`src/rtl/fcc_pkg.sv`:
```
// Shared constants and helpers for the ADC front-end filter blocks.
// Holds the sample width, default over-voltage limits and trip count,
// plus the consecutive over-limit counter update used by each channel.
package fcc_pkg;

  localparam int          SAMPLE_W          = 12;
  localparam logic [11:0] VOUT_OV_LIMIT_DEF = 12'd3000;
  localparam logic [11:0] VFC_OV_LIMIT_DEF  = 12'd3000;
  localparam int          OV_COUNT_DEF      = 3;
  localparam int          OV_CNT_W          = 4;

  // Next value of a consecutive over-limit counter: clears on any in-range
  // sample, counts up on an over-limit one and parks at the trip count.
  function automatic logic [OV_CNT_W-1:0] ov_cnt_next(
    input logic [OV_CNT_W-1:0] cnt,
    input logic                over,
    input logic [OV_CNT_W-1:0] cnt_max
  );
    if (!over) begin
      return '0;
    end else if (cnt == cnt_max) begin
      return cnt;
    end else begin
      return cnt + 4'd1;
    end
  endfunction

endpackage

```
`src/rtl/adc_sample_filter_sample_avg.sv`:
```
// Purpose: single-channel moving average over a 2**AVG_LOG2 sample window.
// Latency: avg_o registered 1 clock after sample_valid_i.
// Backpressure: none; every strobe is accepted, one per cycle sustained.
// Ports: clk_i/rst_ni clock and async active-low reset; sample_valid_i
//   write strobe; ptr_i shared window slot to overwrite; sample_i raw code;
//   avg_o truncated window average, held between strobes.
module sample_avg
  import fcc_pkg::*;
#(
  parameter int AVG_LOG2 = 2
) (
  input  logic                clk_i,
  input  logic                rst_ni,
  input  logic                sample_valid_i,
  input  logic [AVG_LOG2-1:0] ptr_i,
  input  logic [SAMPLE_W-1:0] sample_i,
  output logic [SAMPLE_W-1:0] avg_o
);

  localparam int N     = 1 << AVG_LOG2;
  localparam int SUM_W = SAMPLE_W + AVG_LOG2;

  logic [SAMPLE_W-1:0] win_q [N];
  logic [SUM_W-1:0]    sum_q;
  logic [SUM_W-1:0]    sum_d;

  // The outgoing entry is always part of sum_q, so the running sum never
  // underflows and returns exactly to zero when the window is all zeros.
  assign sum_d = sum_q + SUM_W'(sample_i) - SUM_W'(win_q[ptr_i]);

  always_ff @(posedge clk_i or negedge rst_ni) begin
    if (!rst_ni) begin
      for (int i = 0; i < N; i++) begin
        win_q[i] <= '0;
      end
      sum_q <= '0;
      avg_o <= '0;
    end else if (sample_valid_i) begin
      win_q[ptr_i] <= sample_i;
      sum_q        <= sum_d;
      avg_o        <= sum_d[SUM_W-1:AVG_LOG2];
    end
  end

endmodule

```
`src/rtl/adc_sample_filter.sv`:
```
// Purpose: averages Vfc/Vout ADC samples and flags sustained over-voltage.
// Latency: 1 clock from sample_valid_i to valid_o, averages and fault bits.
// Backpressure: none; accepts one sample per cycle, never gates on fault.
// Ports: clk_i, rst_ni (async active-low); sample_valid_i strobe with
//   vfc_i/vout_i raw codes; fault_clear_i level clear; vfc_o/vout_o filtered
//   values with valid_o strobe; primed_o window full; fault_o {vfc, vout}.
module adc_sample_filter
  import fcc_pkg::*;
#(
  parameter int          AVG_LOG2      = 2,
  parameter logic [11:0] VOUT_OV_LIMIT = VOUT_OV_LIMIT_DEF,
  parameter logic [11:0] VFC_OV_LIMIT  = VFC_OV_LIMIT_DEF,
  parameter int          OV_COUNT      = OV_COUNT_DEF
) (
  input  logic                clk_i,
  input  logic                rst_ni,
  input  logic                sample_valid_i,
  input  logic [SAMPLE_W-1:0] vfc_i,
  input  logic [SAMPLE_W-1:0] vout_i,
  input  logic                fault_clear_i,
  output logic [SAMPLE_W-1:0] vfc_o,
  output logic [SAMPLE_W-1:0] vout_o,
  output logic                valid_o,
  output logic                primed_o,
  output logic [1:0]          fault_o
);

  localparam int                   N         = 1 << AVG_LOG2;
  localparam int                   FILL_W    = AVG_LOG2 + 1;
  localparam logic [FILL_W-1:0]    FILL_FULL = FILL_W'(N);
  localparam logic [OV_CNT_W-1:0]  OV_MAX    = OV_CNT_W'(OV_COUNT);

  logic [AVG_LOG2-1:0] ptr_q;
  logic [FILL_W-1:0]   fill_q;
  logic                valid_q;
  logic [OV_CNT_W-1:0] cnt_vout_q, cnt_vfc_q;
  logic [OV_CNT_W-1:0] cnt_vout_d, cnt_vfc_d;
  logic [1:0]          fault_q;

  sample_avg #(.AVG_LOG2(AVG_LOG2)) u_avg_vfc (
    .clk_i          (clk_i),
    .rst_ni         (rst_ni),
    .sample_valid_i (sample_valid_i),
    .ptr_i          (ptr_q),
    .sample_i       (vfc_i),
    .avg_o          (vfc_o)
  );

  sample_avg #(.AVG_LOG2(AVG_LOG2)) u_avg_vout (
    .clk_i          (clk_i),
    .rst_ni         (rst_ni),
    .sample_valid_i (sample_valid_i),
    .ptr_i          (ptr_q),
    .sample_i       (vout_i),
    .avg_o          (vout_o)
  );

  // Detection works on raw codes; a sample equal to the limit is in range.
  assign cnt_vout_d = ov_cnt_next(cnt_vout_q, vout_i > VOUT_OV_LIMIT, OV_MAX);
  assign cnt_vfc_d  = ov_cnt_next(cnt_vfc_q,  vfc_i  > VFC_OV_LIMIT,  OV_MAX);

  always_ff @(posedge clk_i or negedge rst_ni) begin
    if (!rst_ni) begin
      ptr_q      <= '0;
      fill_q     <= '0;
      valid_q    <= 1'b0;
      cnt_vout_q <= '0;
      cnt_vfc_q  <= '0;
      fault_q    <= '0;
    end else begin
      valid_q <= sample_valid_i;
      if (sample_valid_i) begin
        ptr_q <= ptr_q + AVG_LOG2'(1);
        if (fill_q != FILL_FULL) begin
          fill_q <= fill_q + FILL_W'(1);
        end
      end
      // Clear wins over a coincident sample: that sample is still averaged
      // above but does not advance either over-voltage counter.
      if (fault_clear_i) begin
        cnt_vout_q <= '0;
        cnt_vfc_q  <= '0;
        fault_q    <= '0;
      end else if (sample_valid_i) begin
        cnt_vout_q <= cnt_vout_d;
        cnt_vfc_q  <= cnt_vfc_d;
        if (cnt_vout_d == OV_MAX) fault_q[0] <= 1'b1;
        if (cnt_vfc_d  == OV_MAX) fault_q[1] <= 1'b1;
      end
    end
  end

  // fill_q reaches N on the same edge that registers the Nth average.
  assign primed_o = (fill_q == FILL_FULL);
  assign valid_o  = valid_q;
  assign fault_o  = fault_q;

endmodule

```
`config.mk`:
```
export PLATFORM = sky130hd
export DESIGN_NAME = adc_sample_filter
export DESIGN_NICKNAME = d
export VERILOG_FILES = /design/src/rtl/fcc_pkg.sv /design/src/rtl/adc_sample_filter_sample_avg.sv /design/src/rtl/adc_sample_filter.sv
export SDC_FILE = /design/constraint.sdc
export NUM_CORES = 1
export LEC_CHECK = 0
export BUFFER_PORTS_ARGS = -buffer_cell sky130_fd_sc_hd__buf_2
export CAP_MARGIN = 20
export CORE_MARGIN = 2
export CORE_UTILIZATION = 40
export CTS_CLUSTER_DIAMETER = 80
export DETAILED_ROUTE_END_ITERATION = 16
export GPL_TIMING_DRIVEN = 0
export SYNTH_ARGS = -nofsm -noshare
export SYNTH_HDL_FRONTEND = slang
export SYNTH_HIERARCHICAL = 1
export SYNTH_SLANG_ARGS = --single-unit
```
`constraint.sdc`:
```
create_clock -name clk_i -period 8.59 [get_ports clk_i]
set_input_delay 1.718 -clock clk_i [delete_from_list [all_inputs] [get_ports clk_i]]
set_output_delay 1.718 -clock clk_i [all_outputs]
set_load 0.01 [all_outputs]
```
== Word-level counts from Yosys, hierarchy flattened ==
Cells that the tools add are included.

* Add/subtract/negate cells: 8
* $lt $le $gt $ge: 4
* Equal/unequal tests: 6
* Mux-type cells: 22
* Bitwise operators: 1
* Reduce and logical (&&, ||, !) cells: 7

{| class="wikitable"
|+ Operators with widths
! operator !! number
|-
| bitwise mux 48 bit || 2
|-
| two-way mux 12 bit || 5
|-
| binary-select mux 12 bit (select 2 bit) || 2
|-
| two-way mux 4 bit || 8
|-
| adder 14 x 12 -> 14 bit || 2
|-
| subtractor 14 x 12 -> 14 bit || 2
|-
| demux 12 bit (select 2 bit) || 1
|-
| greater-than comparator 12 bit, second input constant || 2
|-
| equality test 4 x 2 -> 1 bit, second input constant || 4
|-
| adder 4 x 1 -> 4 bit, second input constant || 2
|-
| AND reduction 2 bit || 3
|-
| nonzero test 2 bit || 3
|-
| two-way mux 2 bit || 2
|-
| adder 3 x 1 -> 3 bit, second input constant || 1
|-
| equality test 3 bit, second input constant || 1
|-
| greater-or-equal comparator 3 bit, second input constant || 1
|-
| < comparator 3 x 1 -> 1 bit, second input constant || 1
|-
| inequality test 3 bit, second input constant || 1
|-
| inverter 2 -> 3 bit || 1
|-
| adder 2 x 1 -> 2 bit, second input constant || 1
|-
| two-way mux 1 bit || 2
|-
| logical AND 1 bit || 1
|}

* Register bits: 164
* Output and inout bits: 28
* Word-level logic and storage cells: 67

== Logic depth before layout (Yosys ltp) ==
Gate-level depths: netlist (run 1).

* Depth in word-level cells: 7
* Gate-level depth with buffers: 13
* Gate-level depth less buffers: 12

== Modules after synthesis ==
Netlist (run 1), hierarchy kept.

{| class="wikitable"
|+ By module, submodules not included
! module !! instances !! cells each !! area an instance (µm²) !! sequential area each (µm²)
|-
| sample_avg at u_avg_vfc || 1 || 344 || 3704.8 || 1551.5
|-
| sample_avg at u_avg_vout || 1 || 346 || 3613.5 || 1551.5
|-
| adc_sample_filter || 1 || 111 || 1018.5 || 400.4
|}

== Least setup slack after synthesis (run 1) ==
Ideal clock, no wire load.

* Path type: input -> register
* From: in vfc_i[1]
* To: reg u_avg_vfc.sum_q[12]
* Data arrival time: 3.820 ns
* Path slack: 4.638 ns
* Stages: 9
* Buffers on the path: 0
* Path through: inv_1 fa_1 inv_1 fa_1 a21o_2 a21o_1 a21boi_2 nor3_1 or3b_1

* Longest elaborated chain between the ends: 2

{| class="wikitable"
|+ Ends and longest elaborated chain
! element !! line !! source
|-
| start, declared || adc_sample_filter.sv:18 || <nowiki>input logic [SAMPLE_W-1:0] vfc_i,</nowiki>
|-
| adder 14 x 12 -> 14 bit || adc_sample_filter_sample_avg.sv:29 || <nowiki>assign sum_d = sum_q + SUM_W'(sample_i) - SUM_W'(win_q[ptr_i]);</nowiki>
|-
| subtractor 14 x 12 -> 14 bit || adc_sample_filter_sample_avg.sv:29 ||
|-
| end signal, assigned || adc_sample_filter_sample_avg.sv:40 || <nowiki>sum_q <= sum_d;</nowiki>
|-
| end, declared || adc_sample_filter_sample_avg.sv:24 || <nowiki>logic [SUM_W-1:0] sum_q;</nowiki>
|}

No other way between the ends.
A chain may end at the register's enable or synchronous reset.

== Final worst setup path (run 1) ==
* From: reg ptr_q[0]
* To: reg u_avg_vfc.sum_q[9]

* Longest elaborated chain between the ends: 5

{| class="wikitable"
|+ Ends and longest elaborated chain
! element !! line !! source
|-
| start, declared || adc_sample_filter.sv:33 || <nowiki>logic [AVG_LOG2-1:0] ptr_q;</nowiki>
|-
| start signal, assigned || adc_sample_filter.sv:73 || <nowiki>ptr_q <= ptr_q + AVG_LOG2'(1);</nowiki>
|-
| inverter 2 -> 3 bit (not written as such) || adc_sample_filter_sample_avg.sv:29 ||
|-
| binary-select mux 12 bit (select 2 bit) || adc_sample_filter_sample_avg.sv:29 ||
|-
| two-way mux 12 bit (not written as such) (2 in a row) || adc_sample_filter_sample_avg.sv:29 ||
|-
| subtractor 14 x 12 -> 14 bit || adc_sample_filter_sample_avg.sv:29 ||
|}

No other way between the ends. The select of a mux whose other input is x is not followed.

==> reports/qor.txt, run 1 <==
Post-synthesis cell type with the largest combined area = sky130_fd_sc_hd__dfrtp_1
Post-Synth XOR/XNOR Area = 1.68%
Final hold violation count = 0
Worst setup EP type = register
DP Wirelength = 13,400 µm
Die Span Y = 148 µm
Number of primary I/O pins = 56
Max Clock Skew = 0.0151 ns
Global-route wire length before repair = 30,900 µm
Cell row count = 52
I/O Buffers = 55
Antenna fix cells = 0
Critical path required time = 8.87 ns
Pins Over Slew Limit = 0
Via count of the first global-routing pass = 5,974
Via density = 5.21
Post-DP Area = 8980 µm²
Final cycle utilization of the critical path = 48.3%
Initial detailed-routing violation count = 265
Number of design rule violations left after detail routing = 0
Post-Synth Adder-Cell Area = 10.6%
Mean instance size in the synthesized netlist = 10.4 µm²
Worst-Margin Slew = 0.804 ns
Register bit total from synthesis = 140
Main combinational cell family by area after synthesis = compound AO/OA/AOI/OAI gates
Maximum number of pins on one net before global-route repair = 83
CTS tree = done
Register clock-pin slew on the reported worst setup and hold paths = 0.07 ns
Share of cells above drive strength 1 = 22.4%
Buffer depth of the longest clock path = 2
Share of flip-flops with an asynchronous set or reset after synthesis = 100%
Average wire per standard cell = 16.0 µm
Utilization after layout = 47.1%
Post-route antenna net violation count = 0
Area fraction in compound gates after synthesis = 13.8%
Die W = 148 µm
Hold Path Class = register to register
Clock latency reported for the late side of the worst-skew pair = 0.43 ns
Result of the run = completed
Unique masters post-synth = 76
WL final = 18,500 µm
Most area-consuming cells after synthesis = sky130_fd_sc_hd__dfrtp_1 42%, sky130_fd_sc_hd__mux4_2 6.5%, sky130_fd_sc_hd__fa_1 5.8%
Remaining max-slew budget at the tightest pin = 46.4%
Total routing resource utilization after global routing = 18.0%
Core area = 20,400 µm²
Yosys Warn Count = 6
Placement-stage worst setup slack = 4.20 ns
Unrepaired setup endpoints after global routing = false
Startpoint-to-endpoint class of the critical path = register to register
Max Freq = 241 MHz
Final Instance Area = 9600 µm²
Antenna violations before repair = 0
Syn Nets = 885
# clock sinks = 140
Fraction of the yosys area taken by sequential cells = 42.0%
Die ar. = 22,000 µm²
Total of hold buffers inserted after clock tree synthesis = 0
Most used DFF post-synth = sky130_fd_sc_hd__dfrtp_1
H-Tree Depth = 4
Leading cell types in the layout, fill and taps excluded = 140 x sky130_fd_sc_hd__dfrtp_1, 103 x sky130_fd_sc_hd__inv_1, 84 x sky130_fd_sc_hd__nand2_1
Area share of the largest cell type after synthesis = 42.0%
Routability congestion estimate = 0.810
Min setup slack post-route = 4.44 ns
Final global-route overflow total = 0
Number of synthesized flops with an enable pin = 0
Count of buffers added by post-CTS timing repair for setup = 0
Startpoint class of the critical path = register
Total number of vias = 6,036
Data arrival at the endpoint of the critical path = 4.43 ns
Initial core utilization = 40.9%
Commonest non-fill, non-tap cell in the layout = sky130_fd_sc_hd__dfrtp_1
CP max FO = 10
Number of gates resized after CTS = 0
FILL cells = 1,921
Count of endpoints failing setup in the final report = 0
Fraction of the mapped netlist area in simple logic gates = 10.4%
Post-synthesis cell count = 801
Post-synthesis instance area = 8340 µm²
Final critical path time including I/O delays and setup = 4.15 ns
Count of maximum capacitance violations = 0
Number of nets at the end of the flow = 960
Cell chosen for the clock root = sky130_fd_sc_hd__clkbuf_16
Number of buffers inserted during clock tree synthesis = 17
TritonRoute pass-1 iters = 4
Area growth from synthesis to final layout = 15.1%
Setup TNS Final = 0 ns
Mux share of post-synthesis cell area = 13.0%
## stage by stage
stage / std cells / hold WS (ns)
finish: 1159 / 0.468
floorplan: 801 / 0.443
detailed placement: 1127 / 0.460
CTS: 1159 / 0.472
global placement: 1126 / 0.457
global route: 1159 / 0.491
## synth_stat cells (all sizes together), types with 8 or more instances
cell type / count
mux2i: 8
nand3: 18
fa: 24
o21ai: 84
dfrtp: 140
ha: 32
clkbuf: 24
a21o: 12
nor3: 11
inv: 104
nor2: 15
a21oi: 25
nand2: 84
buf: 34
xnor2: 9
mux4: 24
mux2: 41
## state kept, by name (all words and copies together) (netlist names), 2 cells and up
name and flops:
fault_o 2, cnt_vfc_q 4, u_avg_vfc/sum_q 14, cnt_vout_q 4, ptr_q 2, u_avg_vout/win_q 48, fill_q 3, u_avg_vfc/win_q 48
u_avg_vout/sum_q 14
## worst max-delay path, stage by stage (launching register included)
cell and delay [ns]:
sky130_fd_sc_hd__dfrtp_1 0.41, sky130_fd_sc_hd__clkbuf_1 0.34, sky130_fd_sc_hd__buf_2 0.42, sky130_fd_sc_hd__mux4_2 0.58
sky130_fd_sc_hd__fa_1 0.49, sky130_fd_sc_hd__inv_1 0.05, sky130_fd_sc_hd__ha_1 0.37, sky130_fd_sc_hd__a211o_1 0.36
sky130_fd_sc_hd__a2111o_1 0.46, sky130_fd_sc_hd__a31oi_1 0.22, sky130_fd_sc_hd__xor2_1 0.20, sky130_fd_sc_hd__mux2i_1 0.12
## cells by family (layout without fill, tap and decap cells)
logic type | Yosys count | after routing
AOI/OAI and AO/OA | 179 | 179
xor gates and xnor gates | 16 | 16
adders and majority gates | 56 | 56
buffers and inverters | 162 | 250
DFF | 140 | 140
muxes | 73 | 73
and+or+nand+nor | 175 | 175
## final cells by class
cell class | count | area [µm²] | area share, %
tap | 270 | 338 | 3.52
timing repair buffer | 56 | 309 | 3.22
inverter | 104 | 390 | 4.07
clock inverter | 14 | 184 | 1.92
multi-input combinational | 499 | 4120 | 43.0
clock buffer | 18 | 429 | 4.47
buffer | 58 | 319 | 3.32
sequential | 140 | 3500 | 36.5
## layer usage
| layer | wire [µm] | GRT usage (%) | share of wire [%] | vias up |
|---|---|---|---|---|
| li1 | - | - | - | 2910 |
| met1 | 8600 | 24.5 | 46 | 2995 |
| met2 | 8970 | 29.1 | 48 | 105 |
| met3 | 577 | 3.22 | 3.1 | 26 |
| met4 | 355 | 6.24 | 1.9 | 0 |
| met5 | 0 | 0 | 0 | - |
## worst paths after layout
check,startpoint,end,slack [ns],cells past startpoint
min reg2reg,u_avg_vfc/sum_q[13],u_avg_vfc/sum_q[13],0.47,1
max reg2reg,ptr_q[0],u_avg_vfc/sum_q[9],4.44,11
min in group asynchronous,rst_ni,u_avg_vfc/sum_q[2],1.34,1
max,ptr_q[0],u_avg_vfc/sum_q[9],4.44,11
max in group asynchronous,rst_ni,fault_o[1],6.46,2
min,u_avg_vfc/sum_q[13],u_avg_vfc/sum_q[13],0.47,1
Power of run 1 is left out: the tool's default activity adds up to more than one toggle a clock period on the data nets, which glitch-free logic cannot reach.
==> run 2, diff against run 1 <==
clock period = 3.83 ns   (was 8.59 ns; I/O delays follow)
==> run 2 against run 1 <==
Utilization grew 0.26 points. Via count rose by 0.55%. Global-route usage stayed put. Highest routed layer unchanged. Flip-flop and latch count is the same. Routed wire length increased by 0.20%. Critical endpoint unchanged. Worst hold slack worse by 0.076 ns. Cell count is essentially flat. Maximum frequency up 13%. First-iteration DRC count rose by 13%. Non-clock buffer count rose by 1. Die area is the same. Worst setup slack worse by 4.3 ns.
==> reports/qor.txt, run 2 (synthesized netlist as in run 1, its figures left out) <==
Final critical path time including I/O delays and setup = 3.68 ns (-0.468 ns)
Leading cell types in the layout, fill and taps excluded = 140 x sky130_fd_sc_hd__dfrtp_1, 103 x sky130_fd_sc_hd__inv_1, 84 x sky130_fd_sc_hd__nand2_1
Die W = 148 µm (unchanged)
Antenna violations before repair = 0 (unchanged)
Remaining max-slew budget at the tightest pin = 46.7% (+0.23 points)
Die Span Y = 148 µm (unchanged)
Critical path required time = 4.11 ns (-4.76 ns)
Unrepaired setup endpoints after global routing = false
Core area = 20,400 µm² (unchanged)
CTS tree = done
Largest registers in the final layout = u_avg_vfc/win_q: 48 flops, u_avg_vout/win_q: 48 flops
DP Wirelength = 13,400 µm (unchanged)
Register-to-Register Setup Slack = 0.15 ns (-4.29 ns)
I/O Buffers = 55 (unchanged)
Number of primary I/O pins = 56 (unchanged)
Initial detailed-routing violation count = 299 (+13%)
Reg2reg path depth = 11 (unchanged)
Max Clock Skew = 0.0153 ns (+0.000141 ns)
Final global-route overflow total = 0 (unchanged)
Count of maximum capacitance violations = 0 (unchanged)
Number of nets at the end of the flow = 961 (+0.10%)
Antenna fix cells = 0 (unchanged)
Startpoint-to-endpoint class of the critical path = register to register
Routability congestion estimate = 0.810 (unchanged)
Number of buffers inserted during clock tree synthesis = 17 (unchanged)
Global-route wire length before repair = 30,900 µm (about the same)
Final hold violation count = 0 (unchanged)
Buffer depth of the longest clock path = 2 (unchanged)
Worst-Margin Slew = 0.800 ns (-0.00342 ns)
Max Freq = 272 MHz (+13%)
Hold Path Class = primary input to asynchronous set/reset pin
Initial core utilization = 40.9% (unchanged)
Count of endpoints failing setup in the final report = 0 (unchanged)
Cell row count = 52 (unchanged)
Cell chosen for the clock root = sky130_fd_sc_hd__clkbuf_16
Die ar. = 22,000 µm² (unchanged)
# clock sinks = 140 (unchanged)
Startpoint of the worst register-to-register path = ptr_q[0]
Pins Over Slew Limit = 0 (unchanged)
H-Tree Depth = 4 (unchanged)
Result of the run = completed
Final cycle utilization of the critical path = 96.1% (+48 points)
Number of design rule violations left after detail routing = 0 (unchanged)
Total routing resource utilization after global routing = 18.0% (unchanged)
Maximum number of pins on one net before global-route repair = 83 (unchanged)
Capturing point of the worst reg2reg path = u_avg_vfc/sum_q[9]
Post-route antenna net violation count = 0 (unchanged)
Via count of the first global-routing pass = 5,977 (+0.050%)
Register clock-pin slew on the reported worst setup and hold paths = 0.07 ns (about the same)
Area growth from synthesis to final layout = 15.8%
Utilization after layout = 47.4% (+0.26 points)
Commonest non-fill, non-tap cell in the layout = sky130_fd_sc_hd__dfrtp_1
CP max FO = 10 (unchanged)
TritonRoute pass-1 iters = 5 (+1)
Startpoint class of the critical path = register
Total number of vias = 6,069 (+0.55%)
Clock latency reported for the late side of the worst-skew pair = 0.43 ns (about the same)
Average wire per standard cell = 16.0 µm (+0.11%)
Data arrival at the endpoint of the critical path = 3.96 ns (-0.47 ns)
WL final = 18,500 µm (+0.20%)
Worst setup EP type = register
Share of cells above drive strength 1 = 23.1% (+0.76 points)
Via density = 5.23 (+0.46%)
## run 2: cell count changes in the layout (fill, tap and decap cells not counted), sizes merged
cell    previous run  this run
buf               90        92
clkbuf            42        41
## run 2: per-stage QoR
step	area, µm²	hold WS (ns)	worst slack, ns	TNS [ns]	std cells
after floorplan	8340	0.443	0.186	0	801
after global placement	8950	0.457	-0.332	-25.41	1126
after detailed placement	8980	0.460	-0.294	-1.73	1127
after CTS	9610	0.429	0.00504	0	1159
after global routing	9650	0.464	0.0163	0	1160
final	9650	0.392	0.151	0	1160
## run 2: timing repair
| action | 4_1_cts | 5_1_grt |
|---|---|---|
| hold buffers | 0 | 0 |
| endpoints found under the setup margin | 9 | 8 |
| gates resized for setup | 7 | 15 |
| setup buffers | 0 | 1 |
| gates cloned | 0 | 0 |
## run 2: how the worst max path moves through the flow
stage	start	to	slack, ns	cells after the start
after floorplan	ptr_q[0]	u_avg_vfc/sum_q[12]	0.19	11
after global placement	ptr_q[0]	u_avg_vfc/sum_q[9]	-0.33	11
after detailed placement	ptr_q[0]	u_avg_vfc/sum_q[9]	-0.29	11
after CTS	ptr_q[1]	u_avg_vfc/sum_q[9]	0.005	11
after global routing	ptr_q[1]	u_avg_vout/sum_q[8]	0.02	12
final	ptr_q[0]	u_avg_vfc/sum_q[9]	0.15	11
## run 2: area by class of cell
class | instances | area, µm²
multi-input cells | 499 | 4140
well taps | 270 | 338
fillers | 1919 | 10700
flip-flops and latches | 140 | 3500
plain buffers | 58 | 352
repair buffers | 57 | 317
clock inverters | 14 | 184
clock buffers | 18 | 429
inverters | 104 | 390
## run 2: routing by layer
layer	wire [µm]	vias up	track usage, %
met1	8570	3011	24.5
met2	9000	120	29.1
li1	-	2914	-
met4	343	0	6.24
met5	0	-	0
met3	622	24	3.22
## run 2: worst max-delay path, cell delays in order, from the launching register on
cell	delay (ns)
sky130_fd_sc_hd__dfrtp_1	0.38
sky130_fd_sc_hd__buf_4	0.18
sky130_fd_sc_hd__buf_8	0.18
sky130_fd_sc_hd__mux4_2	0.54
sky130_fd_sc_hd__fa_1	0.49
sky130_fd_sc_hd__inv_1	0.05
sky130_fd_sc_hd__ha_1	0.37
sky130_fd_sc_hd__a211o_1	0.36
sky130_fd_sc_hd__a2111o_1	0.46
sky130_fd_sc_hd__a31oi_1	0.22
sky130_fd_sc_hd__xor2_1	0.20
sky130_fd_sc_hd__mux2i_1	0.12
Power of run 2 is left out for the same reason.
